--- src/rtl/kernel_tap_reader.sv ---
// kernel_tap_reader
// -----------------
// Initiator side of the kernel coefficient memory. On an accepted start it
// latches a TAPS-pixel window, walks the coefficient memory through
// addresses 0..TAPS-1, multiplies each returned coefficient by the matching
// latched pixel, and accumulates the products. At the end it emits the raw
// sum plus a normalised, saturated 8-bit pixel with a one-cycle valid pulse.
//
// Ports:
//   clk            system clock, rising edge
//   rst_n          synchronous active-low reset
//   start          evaluation request, sampled only in IDLE
//   window         TAPS pixels, pixel k = window[8k+7:8k]
//   mem_address    registered coefficient address
//   mem_read_data  coefficient, returned one clock after its address
//   busy           evaluation in progress
//   acc_out        raw 16-bit weighted sum (held until the next result)
//   pix_out        min(acc_out >> NORM_SHIFT, 255) (held likewise)
//   result_valid   one-cycle pulse marking a new acc_out/pix_out
//   dbg_state_o    current FSM state (IDLE=0, ISSUE=1, DRAIN=2)
//
// Handshake: start has no ready. It is accepted on any edge where the FSM
// is IDLE (busy low), including the result_valid cycle; a start seen while
// busy is dropped, never queued. result_valid has no back-pressure.

module kernel_tap_reader #(
  parameter int TAPS       = 7,
  parameter int NORM_SHIFT = 8
) (
  input  logic              clk,
  input  logic              rst_n,
  input  logic              start,
  input  logic [8*TAPS-1:0] window,
  output logic [2:0]        mem_address,
  input  logic [7:0]        mem_read_data,
  output logic              busy,
  output logic [15:0]       acc_out,
  output logic [7:0]        pix_out,
  output logic              result_valid,
  output logic [1:0]        dbg_state_o
);

  typedef enum logic [1:0] {
    S_IDLE  = 2'd0,
    S_ISSUE = 2'd1,
    S_DRAIN = 2'd2
  } state_t;

  localparam logic [2:0] LAST_ADDR = 3'(TAPS - 1);

  state_t            state_q, state_d;
  logic [2:0]        addr_q, addr_d;
  logic [8*TAPS-1:0] win_q, win_d;
  logic [15:0]       acc_q, acc_d;
  // tap_vld_q marks that mem_read_data currently carries the coefficient
  // for address tap_idx_q; it trails the issued address by one edge.
  logic              tap_vld_q, tap_vld_d;
  logic [2:0]        tap_idx_q, tap_idx_d;
  logic              busy_q, busy_d;
  logic [15:0]       acc_out_q, acc_out_d;
  logic [7:0]        pix_out_q, pix_out_d;
  logic              rv_q, rv_d;

  logic [7:0]        tap_pix;
  logic [15:0]       product;
  logic [15:0]       acc_sum;
  logic [15:0]       acc_shifted;
  logic              last_tap;

  // ---------------------------------------------------------------------
  // Process 1: state and datapath registers
  // ---------------------------------------------------------------------
  always_ff @(posedge clk) begin
    if (!rst_n) begin
      state_q   <= S_IDLE;
      addr_q    <= 3'd0;
      win_q     <= '0;
      acc_q     <= 16'd0;
      tap_vld_q <= 1'b0;
      tap_idx_q <= 3'd0;
      busy_q    <= 1'b0;
      acc_out_q <= 16'd0;
      pix_out_q <= 8'd0;
      rv_q      <= 1'b0;
    end else begin
      state_q   <= state_d;
      addr_q    <= addr_d;
      win_q     <= win_d;
      acc_q     <= acc_d;
      tap_vld_q <= tap_vld_d;
      tap_idx_q <= tap_idx_d;
      busy_q    <= busy_d;
      acc_out_q <= acc_out_d;
      pix_out_q <= pix_out_d;
      rv_q      <= rv_d;
    end
  end

  // Final tap is on the memory data bus this cycle: the closing edge.
  assign last_tap = tap_vld_q && (tap_idx_q == LAST_ADDR);

  // ---------------------------------------------------------------------
  // Process 2: next-state logic
  // ---------------------------------------------------------------------
  always_comb begin
    state_d = state_q;
    case (state_q)
      S_IDLE:  if (start) state_d = S_ISSUE;
      // Leave ISSUE on the edge that drives the last address.
      S_ISSUE: if (addr_q == LAST_ADDR - 3'd1) state_d = S_DRAIN;
      S_DRAIN: if (last_tap) state_d = S_IDLE;
      default: state_d = S_IDLE;
    endcase
  end

  // Pixel matching the coefficient currently on mem_read_data.
  always_comb begin
    tap_pix = 8'd0;
    for (int k = 0; k < TAPS; k++) begin
      if (tap_idx_q == 3'(k)) tap_pix = win_q[8*k +: 8];
    end
  end

  assign product     = {8'd0, tap_pix} * {8'd0, mem_read_data};
  assign acc_sum     = acc_q + product;  // wraps modulo 2^16 by design
  assign acc_shifted = acc_sum >> NORM_SHIFT;

  // ---------------------------------------------------------------------
  // Process 3: output / datapath next values
  // ---------------------------------------------------------------------
  always_comb begin
    addr_d    = addr_q;
    win_d     = win_q;
    acc_d     = acc_q;
    tap_vld_d = 1'b0;
    tap_idx_d = addr_q;
    busy_d    = busy_q;
    acc_out_d = acc_out_q;
    pix_out_d = pix_out_q;
    rv_d      = 1'b0;

    if (tap_vld_q) acc_d = acc_sum;

    case (state_q)
      S_IDLE: begin
        if (start) begin
          win_d  = window;
          acc_d  = 16'd0;
          addr_d = 3'd0;
          busy_d = 1'b1;
        end
      end
      S_ISSUE: begin
        tap_vld_d = 1'b1;
        addr_d    = addr_q + 3'd1;
      end
      S_DRAIN: begin
        // The last address was issued on the edge entering DRAIN, so one
        // more valid tap follows unless this edge is consuming it.
        if (last_tap) begin
          acc_out_d = acc_sum;
          pix_out_d = (acc_shifted > 16'd255) ? 8'hFF : acc_shifted[7:0];
          rv_d      = 1'b1;
          busy_d    = 1'b0;
          addr_d    = 3'd0;
        end else begin
          tap_vld_d = 1'b1;
        end
      end
      default: begin
        addr_d = 3'd0;
        busy_d = 1'b0;
      end
    endcase
  end

  assign mem_address  = addr_q;
  assign busy         = busy_q;
  assign acc_out      = acc_out_q;
  assign pix_out      = pix_out_q;
  assign result_valid = rv_q;
  assign dbg_state_o  = state_q;

endmodule
--- config.mk ---
export PLATFORM = sky130hd
export DESIGN_NAME = kernel_tap_reader
export DESIGN_NICKNAME = d
export VERILOG_FILES = /design/src/rtl/kernel_tap_reader.sv
export SDC_FILE = /design/constraint.sdc
export NUM_CORES = 1
export LEC_CHECK = 0
export BUFFER_PORTS_ARGS = -buffer_cell sky130_fd_sc_hd__buf_2
export CAP_MARGIN = 20
export CORE_MARGIN = 4
export CORE_UTILIZATION = 50
export CTS_BUF_LIST = sky130_fd_sc_hd__clkbuf_8
export CTS_CLUSTER_DIAMETER = 150
export DETAILED_ROUTE_END_ITERATION = 12
export GPL_TIMING_DRIVEN = 0
export PLACE_DENSITY = 0.68
export REMOVE_ABC_BUFFERS = 1
export SLEW_MARGIN = 20
export SYNTH_ARGS = -nofsm -noshare
export SYNTH_HDL_FRONTEND = slang
export SYNTH_SLANG_ARGS = --single-unit
--- constraint.sdc ---
create_clock -name clk -period 5.9 [get_ports clk]
set_input_delay 0.885 -clock clk [delete_from_list [all_inputs] [get_ports clk]]
set_output_delay 0.885 -clock clk [all_outputs]
set_load 0.03 [all_outputs]
==> summary.log <==
INFO  synth          synth-seq-cells=99
INFO  power          share_clk_of_total_power=26.1%
INFO  synth          synthesis.area_per_instance=9.15um2
INFO  synth          synth-main-ff-cell=sky130_fd_sc_hd__dfxtp_1
INFO  place          dpl.cell_count=954
INFO  grt            pin_count_of_the_biggest_net_entering_global_routing=36
INFO  place          portBuffers=97
INFO  floorplanning  rows=41
INFO  clocking       numCtsBuffers=9
INFO  critical_path  crit_arrival=5.96ns
INFO  power          cell_internal_pwr=0.00108W
INFO  clocking       cts_tree=yes
INFO  floorplanning  floorplan.initialDensity=51.8%
INFO  grt            first_global_vias=5,528
INFO  outcome        outcome=finished clean
INFO  synth          synth_warnings=0
INFO  synth          syn-instance-count=724
INFO  floorplanning  core_area=12,800um2
INFO  floorplanning  die-area=15,100um2
INFO  power          leakagePower=3.46nW
INFO  critical_path  cp_max_fo=15
INFO  sta            finalCritPeriodShare=96.6%
INFO  sta            final-hold-violation-count=0
INFO  detailed_routing drc=0
INFO  synth          synth.lib_cells_used.distinct=62
INFO  clocking       cts.sink_count=99
INFO  sta            slew_headroom=31.1%
INFO  layout         area.growth.synth_to_final=13.3%
INFO  clocking       postCtsHoldBufs=0
INFO  power          power=0.00165W
INFO  grt            overflow=0
INFO  clocking       clock_tree.buffer_depth=2
INFO  job            cap_viol_max_count=0
INFO  clocking       clock_root_cell=sky130_fd_sc_hd__clkbuf_8
INFO  layout         post_layout_nonfiller_instances=973
INFO  critical_path  criticalPathCategory=reg2reg
INFO  layout         final.fill_count=1,182
INFO  power          power_density=219nW/um2
INFO  critical_path  end_kind=flip-flop
INFO  layout         antennaDiodeCount=0
INFO  critical_path  r2r_setup_slack=0.20ns
INFO  power          switching_component_of_the_power=0.000570W
INFO  layout         multi_input_comb_area=4100um2
INFO  sta            maxSlewViolCount=0
INFO  sta            grt_setup_unrepaired=false
INFO  clocking       clk_pin_slew_worst_paths=0.10ns
INFO  grt            wire_length_of_the_first_global_routing_pass=25,900um
INFO  sta            period_minus_slack=5.70ns
INFO  clocking       htreeDepth=3
INFO  detailed_routing route.antenna.remaining_nets=0
INFO  sta            timing.hold.ws=0.462ns
INFO  power          pwr-share-comb=29.3%
INFO  detailed_routing routed_via_density=5.51
INFO  sta            final-setup-viol-count=0
INFO  power          max-vdd-ir-drop=0.223mV
INFO  power          power_frac_seq=44.5%
INFO  synth          synth_seq_area_share=29.9%
INFO  synth          ys_async_sr_fraction=0%
INFO  layout         layout_commonest_cell=sky130_fd_sc_hd__inv_1
INFO  synth          synth_edf_count=0
INFO  layout         final-seq-area=1990um2
INFO  min_path       min_path_type=reg2reg
INFO  sta            peak_freq=175MHz
INFO  floorplanning  chipHeight=123um
INFO  place          finalWeightedCongestion=0.851
INFO  place          place_hpwl=11,500um
INFO  floorplanning  i_o_pins=98
INFO  sta            tightestPinTransition=1.03ns
INFO  sta            timing.clock.skew=0.0138ns
INFO  floorplanning  x_dimension_of_the_die=123um
INFO  critical_path  crit_required=6.16ns
INFO  detailed_routing postRouteWirelength=14,900um
INFO  clocking       worstSkewPairLatency=0.40ns
INFO  detailed_routing vias=5,363
INFO  synth          post_synth_instance_area=6620um2
INFO  layout         layout_common_cells=101 x sky130_fd_sc_hd__inv_1, 97 x sky130_fd_sc_hd__buf_2, 96 x sky130_fd_sc_hd__dfxtp_1
INFO  grt            grt_usage=21.2%
INFO  detailed_routing drtPass1Iterations=5
INFO  detailed_routing drt-wirelength-per-cell=15.3um
INFO  layout         final_stage_net_count=953
INFO  power          sw_share=34.6%
INFO  grt            antenna_found_initial=0
INFO  detailed_routing detailedRoute.firstIterationViolations=337
INFO  layout         drive_gt1_share=18.1%
INFO  critical_path  worstSetupStartpointType=flip-flop
synth_stat cells (all sizes together), types with 3 or more instances:
master / n / area share [%]
a221o: 7 / 1.1
a2111oi: 3 / 0.49
inv: 103 / 5.8
nand2b: 9 / 0.85
nand3: 24 / 1.8
ha: 40 / 7.6
a211oi: 3 / 0.42
a21oi: 28 / 2.3
nor2: 31 / 1.8
a22oi: 7 / 0.79
dfxtp: 99 / 30
xnor2: 5 / 0.66
nand4b: 3 / 0.62
a22o: 56 / 7.4
nand3b: 4 / 0.45
buf: 22 / 2.0
mux2i: 14 / 2.1
a21o: 4 / 0.45
a311o: 3 / 0.45
clkbuf: 21 / 1.2
o2bb2ai: 11 / 1.5
nand2: 66 / 3.7
and3: 6 / 0.57
o22ai: 8 / 0.76
and2: 18 / 1.7
o311ai: 3 / 0.40
o21ai: 11 / 0.83
fa: 50 / 15
a31oi: 3 / 0.28
nor2b: 28 / 2.6
or3: 4 / 0.38
per-layer routing:
metal  GRT usage (%)  vias to the layer above  wire (um)
met5               0                        -          0
met4            5.26                        0        188
met3            4.76                       19        766
li1                -                     2608          -
met1            27.5                     2609       6470
met2            36.2                      127       7440
repair_timing:
action / CTS / global route
setup endpoints to repair: 16 / 10
gates resized for setup: 11 / 6
setup buffers: 0 / 3
hold endpoints to repair: 0 / 0
power by group through the flow:
| stage | registers [W] | logic (W) | clock network [W] |
|---|---|---|---|
| 2_1_floorplan | 0.000748 | 0.000336 | 0 |
| 3_3_place_gp | 0.000748 | 0.000448 | 0 |
| 3_5_place_dp | 0.000749 | 0.000476 | 0 |
| 4_1_cts | 0.000735 | 0.000482 | 0.000444 |
| 5_1_grt | 0.000738 | 0.000556 | 0.000470 |
| 6_report | 0.000733 | 0.000483 | 0.000430 |
sequential cells by signal, indices dropped and copies added, names as in the netlist:
signal	count
result_valid	1
busy	1
tap_vld_q	1
dbg_state_o	2
acc_out	15
mem_address	3
win_q	56
acc_q	16
pix_out	1
tap_idx_q	3
worst paths after layout:
kind | start | endpoint | cells past startpoint
max | tap_idx_q[2] | acc_out[13] | 17
min | acc_out[6] | acc_out[6] | 2
max reg2reg | tap_idx_q[2] | acc_out[13] | 17
min reg2reg | acc_out[6] | acc_out[6] | 2
cell type report:
type,instances,share of cell area (%)
well taps,172,2.87
repair buffers,104,8.19
clock buffers,9,1.65
clock inverters,7,0.900
flip-flops and latches,99,26.6
multi-input cells,479,54.7
inverters,103,5.15
cells by family after synthesis:
group / synth area share [%]
XOR/XNOR: 0.926
adder cells (fa/ha/maj): 22.7
AND/OR/NAND/NOR: 15.7
multiplexers: 2.12
AO/OA/AOI/OAI: 19.6
flip-flops: 29.9
buffers and inverters: 9.05
worst max-delay path, cell delays in order, from the launching register on:
cell                       delay, ns
sky130_fd_sc_hd__dfxtp_4        0.46
sky130_fd_sc_hd__inv_2          0.17
sky130_fd_sc_hd__and3_2         0.29
sky130_fd_sc_hd__a221o_1        0.45
sky130_fd_sc_hd__a21oi_4        0.30
sky130_fd_sc_hd__nor2b_1        0.11
sky130_fd_sc_hd__fa_1           0.52
sky130_fd_sc_hd__fa_1           0.53
sky130_fd_sc_hd__fa_1           0.56
sky130_fd_sc_hd__inv_1          0.06
sky130_fd_sc_hd__fa_1           0.53
sky130_fd_sc_hd__inv_1          0.04
sky130_fd_sc_hd__ha_1           0.36
sky130_fd_sc_hd__o211a_1        0.18
sky130_fd_sc_hd__o31a_1         0.26
sky130_fd_sc_hd__nor2_1         0.08
sky130_fd_sc_hd__o311ai_1       0.54
sky130_fd_sc_hd__o21ai_1        0.13
through the flow:
stage	TNS [ns]	instance area (um2)	setup slack (ns)	utilization, %
6_report	0	7500	0.199	58.8
5_1_grt	0	7500	0.00109	58.8
4_1_cts	0	7460	0.0809	58.4
3_5_place_dp	-5.65	7230	-0.661	56.6
3_3_place_gp	-5.45	7110	-0.600	55.7
2_1_floorplan	0	6410	0.289	-
(Power assumes the default switching activity.)
